--- src/rtl/rift_wb_uart.sv ---
// rift_wb_uart: Wishbone-classic slave 8N1 UART with TX/RX FIFOs and an rx-pending irq.
module rift_wb_uart #(
  parameter logic [31:0] BASE_ADDR  = 32'h3000_0000,
  parameter int          FIFO_DEPTH = 8,
  parameter logic [15:0] DIV_RESET  = 16'd216
) (
  input  logic        wb_clk_i,
  input  logic        wb_rst_n,
  input  logic        wbs_cyc_i,
  input  logic        wbs_stb_i,
  input  logic        wbs_we_i,
  input  logic [3:0]  wbs_sel_i,
  input  logic [31:0] wbs_adr_i,
  input  logic [31:0] wbs_dat_i,
  output logic [31:0] wbs_dat_o,
  output logic        wbs_ack_o,
  input  logic        uart_rx_i,
  output logic        uart_tx_o,
  output logic        uart_oeb_o,
  output logic        irq_o
);
  localparam int AW = $clog2(FIFO_DEPTH);
  localparam logic [AW:0] P1 = 1;
  typedef enum logic [1:0] {IDLE, START, DATA, STOP} state_t;
  logic hit, wr, rd, clr, en, irq_en, ovr, ferr;
  logic [1:0] ra;
  logic [15:0] div, tcnt, rcnt;
  logic [7:0] tx_mem [FIFO_DEPTH];
  logic [7:0] rx_mem [FIFO_DEPTH];
  logic [AW:0] tx_wp, tx_rp, rx_wp, rx_rp;
  logic tx_empty, tx_full, rx_empty, rx_full, tx_push, tx_pop, rx_push, rx_pop;
  state_t tx_st, tx_nx, rx_st, rx_nx;
  logic [2:0] tbit, rbit, rs;
  logic [7:0] tsh, rsh;
  logic tx_bd, rx_bd, rxd, fall, rx_good, rx_ferr, ovr_set;
  logic [31:0] rdata;
  logic unused;
  assign unused = ^{wbs_sel_i[3:2], wbs_dat_i[31:16], wbs_adr_i[1:0]};
  assign hit = wbs_cyc_i & wbs_stb_i & (wbs_adr_i[31:4] == BASE_ADDR[31:4]) & !wbs_ack_o;
  assign wr  = hit & wbs_we_i;
  assign rd  = hit & !wbs_we_i;
  assign ra  = wbs_adr_i[3:2];
  assign clr = wr & (ra == 2'd3) & wbs_sel_i[0] & wbs_dat_i[2];
  assign tx_empty = tx_wp == tx_rp;
  assign tx_full  = tx_wp == {~tx_rp[AW], tx_rp[AW-1:0]};
  assign rx_empty = rx_wp == rx_rp;
  assign rx_full  = rx_wp == {~rx_rp[AW], rx_rp[AW-1:0]};
  assign tx_push  = wr & (ra == 2'd0) & wbs_sel_i[0] & !tx_full;
  assign rx_pop   = rd & (ra == 2'd0) & !rx_empty;
  assign uart_oeb_o = !en;
  assign uart_tx_o  = (tx_st == START) ? 1'b0 : (tx_st == DATA) ? tsh[0] : 1'b1;
  assign tx_bd = tcnt == 16'd0;
  always_comb begin
    tx_nx  = tx_st;
    tx_pop = 1'b0;
    if (!en) tx_nx = IDLE;
    else case (tx_st)
      IDLE:  if (!tx_empty) begin tx_nx = START; tx_pop = 1'b1; end
      START: if (tx_bd) tx_nx = DATA;
      DATA:  if (tx_bd && tbit == 3'd7) tx_nx = STOP;
      STOP:  if (tx_bd) tx_nx = IDLE;
    endcase
  end
  // rs[1] is the synchronized line, rs[2] its previous value for edge detection
  assign rxd   = rs[1];
  assign fall  = rs[2] & !rs[1];
  assign rx_bd = rcnt == 16'd0;
  always_comb begin
    rx_nx = rx_st;
    if (!en) rx_nx = IDLE;
    else case (rx_st)
      IDLE:  if (fall) rx_nx = START;
      START: if (rx_bd) rx_nx = rxd ? IDLE : DATA;
      DATA:  if (rx_bd && rbit == 3'd7) rx_nx = STOP;
      STOP:  if (rx_bd) rx_nx = IDLE;
    endcase
  end
  assign rx_good = en & (rx_st == STOP) & rx_bd & rxd;
  assign rx_ferr = en & (rx_st == STOP) & rx_bd & !rxd;
  // a same-cycle pop frees a slot, so a full FIFO only overruns without one
  assign rx_push = rx_good & (!rx_full | rx_pop);
  assign ovr_set = rx_good & rx_full & !rx_pop;
  always_comb
    rdata = (ra == 2'd0) ? (rx_empty ? 32'd0 : {24'd0, rx_mem[rx_rp[AW-1:0]]}) :
            (ra == 2'd1) ? {25'd0, ferr, tx_st != IDLE, ovr, rx_full, rx_empty, tx_empty, tx_full} :
            (ra == 2'd2) ? {16'd0, div} : {30'd0, irq_en, en};
  always_ff @(posedge wb_clk_i) begin
    if (tx_push) tx_mem[tx_wp[AW-1:0]] <= wbs_dat_i[7:0];
    if (rx_push) rx_mem[rx_wp[AW-1:0]] <= rsh;
  end
  always_ff @(posedge wb_clk_i or negedge wb_rst_n) begin
    if (!wb_rst_n) begin
      wbs_ack_o <= 1'b0;
      wbs_dat_o <= '0;
      irq_o <= 1'b0;
      en <= 1'b0;
      irq_en <= 1'b0;
      div <= DIV_RESET;
      ovr <= 1'b0;
      ferr <= 1'b0;
      tx_wp <= '0;
      tx_rp <= '0;
      rx_wp <= '0;
      rx_rp <= '0;
      tx_st <= IDLE;
      rx_st <= IDLE;
      tcnt <= '0;
      rcnt <= '0;
      tbit <= '0;
      rbit <= '0;
      tsh <= '0;
      rsh <= '0;
      rs <= 3'b111;
    end else begin
      wbs_ack_o <= hit;
      wbs_dat_o <= rd ? rdata : '0;
      irq_o <= irq_en & !rx_empty;
      if (wr && ra == 2'd2 && wbs_sel_i[0]) div[7:0] <= wbs_dat_i[7:0];
      if (wr && ra == 2'd2 && wbs_sel_i[1]) div[15:8] <= wbs_dat_i[15:8];
      if (wr && ra == 2'd3 && wbs_sel_i[0]) begin
        en <= wbs_dat_i[0];
        irq_en <= wbs_dat_i[1];
      end
      ovr <= ovr_set | (ovr & !clr);
      ferr <= rx_ferr | (ferr & !clr);
      if (tx_push) tx_wp <= tx_wp + P1;
      if (tx_pop) tx_rp <= tx_rp + P1;
      if (rx_push) rx_wp <= rx_wp + P1;
      if (rx_pop) rx_rp <= rx_rp + P1;
      tx_st <= tx_nx;
      rx_st <= rx_nx;
      tcnt <= (tx_st == IDLE || tx_bd) ? div : tcnt - 16'd1;
      rcnt <= (rx_st == IDLE) ? {1'b0, div[15:1]} : rx_bd ? div : rcnt - 16'd1;
      if (tx_pop) tsh <= tx_mem[tx_rp[AW-1:0]];
      else if (tx_st == DATA && tx_bd) tsh <= tsh >> 1;
      tbit <= (tx_st != DATA) ? 3'd0 : tx_bd ? tbit + 3'd1 : tbit;
      rbit <= (rx_st != DATA) ? 3'd0 : rx_bd ? rbit + 3'd1 : rbit;
      if (rx_st == DATA && rx_bd) rsh <= {rxd, rsh[7:1]};
      rs <= {rs[1:0], uart_rx_i};
    end
  end
endmodule

--- config.mk ---
export PLATFORM = sky130hd
export DESIGN_NAME = rift_wb_uart
export DESIGN_NICKNAME = d
export VERILOG_FILES = /design/src/rtl/rift_wb_uart.sv
export SDC_FILE = /design/constraint.sdc
export NUM_CORES = 1
export LEC_CHECK = 0
export ABC_AREA = 1
export CORE_ASPECT_RATIO = 1.25
export CORE_MARGIN = 5
export CORE_UTILIZATION = 25
export DETAILED_ROUTE_END_ITERATION = 6
export SYNTH_ARGS = -nofsm -noshare
export SYNTH_HDL_FRONTEND = slang
export SYNTH_SLANG_ARGS = --single-unit
--- constraint.sdc ---
create_clock -name wb_clk_i -period 6.73 [get_ports wb_clk_i]
set_clock_uncertainty 0.15 [all_clocks]
set_input_delay 2.019 -clock wb_clk_i [delete_from_list [all_inputs] [get_ports wb_clk_i]]
set_output_delay 2.019 -clock wb_clk_i [all_outputs]
set_load 0.01 [all_outputs]
==> impl_metrics.tcl, run 1 <==
set metrics [dict create \
    status "finished clean" \
    grt_max_degree 67 \
    io_pins 110 \
    finalPower_mw 3.09 \
    synth_cell_type_count 43 \
    avgViaCountPerCell 4.43 \
    antenna_found_initial 0 \
    io_buffers 73 \
    period_share 0.644 \
    finalSetupViolCount 0 \
    p_int_mw 2.45 \
    fin_nets 1343 \
    synthDominantAreaCellType "edfxtp_1" \
    die_height_um 250 \
    routed_wl_um 27200 \
    cts_setup_buffers 0 \
    diodes 0 \
    track_usage 0.107 \
    pwr-share-comb 0.026 \
    postCtsHoldBufs 0 \
    synthToLayoutAreaGrowth_pct 18.1 \
    synth_edf_count 128 \
    ys_seq_area_frac 0.586 \
    worst_pin_slew_ns 1.01 \
    core-area_sq_um 45300 \
    switching_share 0.208 \
    crit_fanout 9 \
    async_flop_share 0.473 \
    r2r_slack_ns 3.54 \
    cts_buffer_depth 3 \
    globalRoute.totalOverflow 0 \
    hold_violations 0 \
    synthFlopType "edfxtp_1" \
    grt_pass1_wl_um 43800 \
    place_congestion 0.844 \
    yosysMostFrequentCell "nand2_1" \
    start_kind "input pin" \
    cts_tree "built" \
    power_density_nw_per_um2 228 \
    rsz0062_at_grt "false" \
    fmax_mhz 231 \
    synth_top_area_share 0.334 \
    final_cell_area_sq_um 13600 \
    numCtsBuffers 27 \
    p_leak_nw 5.79 \
    synth_warnings 0 \
    synthCells 1188 \
    layout_min_cycle_time_ns 4.33 \
    cp.required_ns 6.75 \
    path_class "in -> reg" \
    ant_nets 0 \
    h-tree-depth 1 \
    relSlewSlack 0.325 \
    clock_latency_ns 0.55 \
    fin_tns_setup_ns 0 \
    path_clk_slew_ns 0.06 \
    hold_path_class "reg -> reg" \
    route.vias.total 8201 \
    clock-sinks 243 \
    die_area_sq_um 50400 \
    ys_ff_latch 243 \
    finalMaxSlewViolations 0 \
    root_buffer "clkbuf_16" \
    synth_area_leaders "edfxtp_1 (33%), dfrtp_1 (24%), nand2_1 (7.5%)" \
    syn_area_sq_um 11500 \
    cts_resized 0 \
    dr.pass1.iters 4 \
    p_clk_frac 0.469 \
    end_kind "flop" \
    drive_gt1_frac 0.0888 \
    cp_data_arrival_time_ns 4.35 \
    synth_top_cells_by_count "nand2_1 (229), nor2_1 (164), edfxtp_1 (128), dfrtp_1 (108), inv_1 (107)" \
    drtIter0Drc 475 \
    avgRoutedWirePerCell_um 14.7 \
    placed_cell_area_sq_um 12700 \
    rows 87 \
    dp_hpwl_um 18700 \
    drc 0 \
    drv_cap 0 \
    start_util 0.254 \
    p_seq_frac 0.506 \
    grt_pass1_vias 8105 \
    avgSynthCellArea_sq_um 9.67 \
    dieWidth_um 202 \
    holdWs_ns 0.217 \
    switching_power_mw 0.644 \
    ir_worst_vdd_uv 168 \
]
## power groups by stage
| stage | Combinational [mW] | Sequential, mW | Clock [mW] |
|---|---|---|---|
| after floorplan | 0.0296 | 1.59 | 0 |
| after global placement | 0.0817 | 1.59 | 0 |
| after detailed placement | 0.0818 | 1.59 | 0 |
| after CTS | 0.0822 | 1.56 | 1.49 |
| after global routing | 0.0894 | 1.56 | 1.56 |
| final | 0.0800 | 1.56 | 1.45 |
## flip-flops by register name, indices dropped and copies added, names as in the netlist, 4 cells and up
signal     count
rx_mem        64
tx_mem        64
div           16
rcnt          16
tcnt          16
wbs_dat_o     16
rsh            8
tsh            8
rx_rp          4
rx_wp          4
tx_rp          4
tx_wp          4
## layout make-up
type / instances / area (sq um)
fillers: 4616 / 31700
flip-flops and latches: 243 / 6730
multi-input cells: 785 / 4030
clock buffers: 43 / 796
repair buffers: 79 / 773
well taps: 578 / 723
inverters: 116 / 438
clock inverters: 7 / 83.8
## cells by family (layout without fill, tap and decap cells)
kind of cell	Yosys count	in the layout	synth area share
muxes	7	7	0.00686
other	1	16	0.000326
xor gates and xnor gates	33	33	0.0251
adders and majority gates	17	17	0.0185
DFF	243	243	0.586
AOI/OAI and AO/OA	184	184	0.0884
buffers and inverters	175	245	0.0690
and+or+nand+nor	528	528	0.206
## routing by layer
metal	part of all wire	wire length, um	GRT usage	vias to the layer above
li1	-	-	-	4049
met1	0.42	11400	0.131	3973
met2	0.52	14300	0.194	144
met3	0.033	893	0.0145	35
met4	0.023	629	0.0326	0
met5	0	0	0	-
## cells in the final DEF (no fill, tap or decap), drive strengths merged, types with 2 or more instances in the layout
cell type,n
nand2,239
nor2,185
edfxtp,128
o21ai,123
inv,116
dfrtp,108
nand3,74
clkdlybuf4s50,72
clkbuf,43
o22ai,22
xor2,21
nor3,18
ha,17
a21oi,16
o211ai,16
conb,16
xnor2,12
nand4,8
mux2,7
dfstp,7
buf,7
clkinv,4
a22o,2
a32o,2
a31oi,2
clkinvlp,2
nor3b,2
## worst max-delay path, cell delays in order
cell             delay [ns]
clkdlybuf4s50_1        0.62
nor2_4                 0.33
inv_4                  0.10
nor2_8                 0.17
nand3_4                0.13
nand2_4                0.14
nand3_2                0.10
nor2_1                 0.73
## worst paths after layout
kind	start	endpoint	cells past startpoint
max reg2reg	rcnt[0]$_DFF_PN0_	rx_mem[5][1]$_DFFE_PP_	10
min in group asynchronous	wb_rst_n	wbs_dat_o[4]$_DFF_PN0_	1
max	wbs_adr_i[2]	rx_mem[5][1]$_DFFE_PP_	8
max in group asynchronous	wb_rst_n	tcnt[10]$_DFF_PN0_	2
min	rs[0]$_DFF_PN1_	rs[1]$_DFF_PN1_	0
min reg2reg	rs[0]$_DFF_PN1_	rs[1]$_DFF_PN1_	0
## stage by stage
stage	util	setup slack, ns	cells
2_1_floorplan	-	2.76	1203
3_5_place_dp	0.280	1.76	1801
4_1_cts	0.300	2.34	1851
5_1_grt	0.300	2.24	1851
3_3_place_gp	0.280	1.87	1801
6_report	0.300	2.40	1851
No activity file was read; power rests on OpenSTA's default activity.
==> run 2: changes to the inputs <==
- clock period: 6.73 -> 4.3 ns (I/O delays scaled with it)
==> impl_metrics.tcl, run 2 (synthesized netlist as in run 1, its figures left out) <==
set metrics [dict create \
    dp_hpwl_um 19000 \
    start_kind "flop" \
    grt_max_degree 49 \
    multi_input_area_sq_um 4030 \
    io_buffers 73 \
    fin_tns_setup_ns 0 \
    p_leak_nw 5.94 \
    cp_slowest_cell "clkdlybuf4s50_1" \
    drv_cap 0 \
    p_seq_frac 0.483 \
    root_buffer "clkbuf_16" \
    cts_tree "built" \
    grt_util_met1 0.127 \
    drtIter0Drc 424 \
    rows 87 \
    cp_data_arrival_time_ns 2.19 \
    drive_gt1_frac 0.104 \
    crit_fanout 4 \
    final_common_cell "nand2_1" \
    synthToLayoutAreaGrowth_pct 20.1 \
    cts_buffer_depth 3 \
    placed_cell_area_sq_um 12800 \
    hold_path_class "reg -> reg" \
    clock-sinks 243 \
    cts_resized 0 \
    layout_common_cells "nand2_1 (229), nor2_1 (164), edfxtp_1 (128), dfrtp_1 (108), inv_1 (107)" \
    path_clk_slew_ns 0.06 \
    grt_pass1_wl_um 44300 \
    grt_pass1_vias 8343 \
    power_density_nw_per_um2 367 \
    cp_cell_sequence "inv_1 -> ha_1 -> inv_1 -> nor2_1 -> nor2_1 -> clkdlybuf4s50_1" \
    hold_violations 0 \
    die_height_um 250 \
    p_clk_frac 0.491 \
    grt_use_met2 0.198 \
    cts_setup_buffers 0 \
    end_kind "output pin" \
    core-area_sq_um 45300 \
    postCtsHoldBufs 0 \
    cp.required_ns 2.86 \
    antenna_found_initial 0 \
    switching_share 0.206 \
    numCtsBuffers 27 \
    rsz0062_at_grt "false" \
    period_share 0.844 \
    diodes 0 \
    avgRoutedWirePerCell_um 14.8 \
    finalSetupViolCount 0 \
    path_class "reg -> out" \
    regArea_sq_um 6730 \
    busiest_layer "met2" \
    final_cell_area_sq_um 13800 \
    clock_latency_ns 0.56 \
    critPathMaxStageDelay_ns 0.58 \
    layout_min_cycle_time_ns 3.63 \
    io_pins 110 \
    track_usage 0.107 \
    routed_wl_um 27700 \
    ir_worst_vdd_uv 296 \
    worst_pin_slew_ns 0.970 \
    h-tree-depth 1 \
    fillers 4636 \
    status "finished clean" \
    place_congestion 0.825 \
    die_area_sq_um 50400 \
    dieWidth_um 202 \
    ant_nets 0 \
    avgViaCountPerCell 4.44 \
    route.vias.total 8308 \
    dr.pass1.iters 5 \
    start_util 0.254 \
    fmax_mhz 276 \
    pwr-share-comb 0.026 \
    globalRoute.totalOverflow 0 \
    met3_usage 0.0151 \
    fin_nets 1362 \
    drc 0 \
    switching_power_mw 1.05 \
    finalMaxSlewViolations 0 \
    relSlewSlack 0.353 \
    p_int_mw 4.02 \
]
==> run 2: layout make-up <==
class,count,share of cell area
Clock buffer,29,0.0495
Clock inverter,21,0.0199
Inverter,116,0.0317
Multi-Input combinational cell,785,0.292
Sequential cell,243,0.488
Tap cell,578,0.0524
Timing Repair Buffer,98,0.0673
==> run 2: per-stage QoR <==
step	utilization	hold WS, ns	power [mW]	setup WS [ns]	std cells
2_1_floorplan	-	0.195	2.54	1.06	1203
3_3_place_gp	0.284	0.217	2.63	0.594	1820
3_5_place_dp	0.284	0.208	2.63	0.612	1820
4_1_cts	0.305	0.208	5.13	0.643	1870
5_1_grt	0.305	0.207	5.23	0.549	1870
6_report	0.305	0.204	5.06	0.671	1870
==> run 2: critical path: cells and delay by family, from the launching register on <==
kind          cells  cell delay [ns]
flops             1             0.38
fa+ha+maj         1             0.24
buf+inv           3             0.83
simple gates      2             0.20
==> run 2: power by group through the flow <==
| stage | Clock (mW) | Combinational [mW] | Sequential, mW |
|---|---|---|---|
| 6_report | 2.49 | 0.130 | 2.45 |
| 5_1_grt | 2.64 | 0.145 | 2.45 |
| 4_1_cts | 2.55 | 0.133 | 2.45 |
| 3_5_place_dp | 0 | 0.133 | 2.49 |
| 3_3_place_gp | 0 | 0.132 | 2.49 |
| 2_1_floorplan | 0 | 0.0464 | 2.49 |
==> run 2: layer usage <==
layer,up-vias,routed length [um]
li1,4078,-
met1,4017,11400
met2,160,14500
met3,53,1040
met4,0,774
met5,-,0
==> run 2: path summary, 6_finish.rpt <==
path	endpoint	slack (ns)	cells past startpoint	start
max	uart_tx_o	0.67	6	tx_st[0]$_DFFE_PN0P_
min	rs[1]$_DFF_PN1_	0.20	0	rs[0]$_DFF_PN1_
max reg2reg	rx_mem[6][6]$_DFFE_PP_	1.51	11	rx_rp[2]$_DFFE_PN0P_
min reg2reg	rs[1]$_DFF_PN1_	0.20	0	rs[0]$_DFF_PN1_
max in group asynchronous	div[13]$_DFFE_PN0P_	2.57	2	wb_rst_n
min in group asynchronous	wbs_dat_o[3]$_DFF_PN0_	0.58	1	wb_rst_n
==> run 3: changes to the inputs <==
- clock period: 4.3 -> 3.01 ns (I/O delays scaled with it)
==> impl_metrics.tcl, run 3 (synthesized netlist as in run 1, its figures left out) <==
set metrics [dict create \
    layout_common_cells "nand2_1 (229), nor2_1 (164), edfxtp_1 (128), dfrtp_1 (108), inv_1 (107)" \
    finalPower_mw 7.05 \
    dr.pass1.iters 4 \
    power_density_nw_per_um2 501 \
    fin_tns_setup_ns 0 \
    cts_buffer_depth 3 \
    crit_fanout 4 \
    track_usage 0.109 \
    routed_wl_um 28100 \
    fmax_mhz 344 \
    place_congestion 0.831 \
    root_buffer "clkbuf_16" \
    grt_pass1_wl_um 44900 \
    clock-sinks 243 \
    dp_slack_ns -0.0953 \
    avgRoutedWirePerCell_um 14.8 \
    fin_ws_ns 0.102 \
    globalRoute.totalOverflow 0 \
    path_class "reg -> out" \
    final_cell_area_sq_um 14100 \
    synthToLayoutAreaGrowth_pct 22.4 \
    utilization 0.311 \
    die_height_um 250 \
    io_buffers 73 \
    cts_setup_buffers 0 \
    worst_pin_slew_ns 0.836 \
    drc 0 \
    cts_tree "built" \
    placed_cell_area_sq_um 13200 \
    grt_pass1_vias 8397 \
    cp.required_ns 1.96 \
    numCtsBuffers 26 \
    period_share 0.966 \
    ant_nets 0 \
    dp_hpwl_um 19600 \
    drv_cap 0 \
    layout_min_cycle_time_ns 2.91 \
    die_area_sq_um 50400 \
    fin_nets 1394 \
    start_util 0.254 \
    h-tree-depth 1 \
    cp_data_arrival_time_ns 1.86 \
    drive_gt1_frac 0.125 \
    hold_violations 0 \
    path_clk_slew_ns 0.06 \
    rows 87 \
    ir_worst_vdd_uv 346 \
    end_kind "output pin" \
    final_common_cell "nand2_1" \
    start_kind "flop" \
    relSlewSlack 0.442 \
    antenna_found_initial 0 \
    p_leak_nw 6.10 \
    rsz0062_at_grt "false" \
    finalSetupViolCount 0 \
    core-area_sq_um 45300 \
    grt_max_degree 51 \
    drtIter0Drc 645 \
    hold_path_class "in -> async" \
    avgViaCountPerCell 4.44 \
    diodes 0 \
    status "finished clean" \
    clock_latency_ns 0.56 \
    route.vias.total 8433 \
    finalMaxSlewViolations 0 \
    dieWidth_um 202 \
    io_pins 110 \
]
-- run 3: cell types whose count changed in the layout (fill, tap and decap cells not counted), sizes merged --
| cell | change |
|---|---|
| buf | +33 |
| bufinv | -2 |
| clkbuf | +3 |
| clkdlybuf4s15 | +1 |
| clkdlybuf4s50 | -1 |
| clkinv | +1 |
| clkinvlp | -3 |
| inv | -1 |
-- run 3: final timing paths --
kind | slack, ns | to | from | cells after the start
max | 0.10 | uart_tx_o | tx_st[0]$_DFFE_PN0P_ | 6
min | 0.19 | wbs_dat_o[7]$_DFF_PN0_ | wb_rst_n | 1
max reg2reg | 0.64 | rx_mem[5][5]$_DFFE_PP_ | rx_rp[1]$_DFFE_PN0P_ | 11
min reg2reg | 0.21 | rs[1]$_DFF_PN1_ | rs[0]$_DFF_PN1_ | 0
max in group asynchronous | 1.77 | div[4]$_DFFE_PN1P_ | wb_rst_n | 2
min in group wb_clk_i | 0.21 | rs[1]$_DFF_PN1_ | rs[0]$_DFF_PN1_ | 0
-- run 3: per-layer routing --
layer / track usage / vias up / part of all wire
li1: - / 4152 / -
met1: 0.131 / 4069 / 0.41
met2: 0.200 / 168 / 0.53
met3: 0.0157 / 44 / 0.038
met4: 0.0326 / 0 / 0.021
met5: 0 / - / 0
-- run 3: final cells by class --
type / instances / area (sq um)
repair buffers: 131 / 1250
inverters: 116 / 438
well taps: 578 / 723
clock buffers: 32 / 693
fillers: 4637 / 31200
clock inverters: 16 / 209
flip-flops and latches: 243 / 6730
multi-input cells: 785 / 4030
-- run 3: worst max-delay path, cell delays in order (launching register included) --
cell	delay [ns]
dfrtp_1	0.38
inv_1	0.10
ha_1	0.24
inv_1	0.14
nor2_1	0.05
nor2_1	0.13
clkdlybuf4s15_1	0.27
-- run 3: repair_timing --
action,in CTS,in global routing
gates resized for setup,1,1
pin swaps,0,0
gates cloned,0,0
endpoints found under the setup margin,1,1
hold buffers,0,0
-- run 3: per-stage QoR --
| stage | instances | hold WS, ns |
|---|---|---|
| floorplan | 1203 | 0.195 |
| global placement | 1853 | 0.220 |
| detailed placement | 1853 | 0.215 |
| CTS | 1901 | 0.193 |
| global route | 1901 | 0.221 |
| finish | 1901 | 0.185 |
-- run 3: where the power goes --
part | internal (mW) | switching (mW) | total (mW)
registers | 3.49 | 0.00104 | 3.50
clock network | 1.99 | 1.36 | 3.36
logic | 0.0870 | 0.109 | 0.196
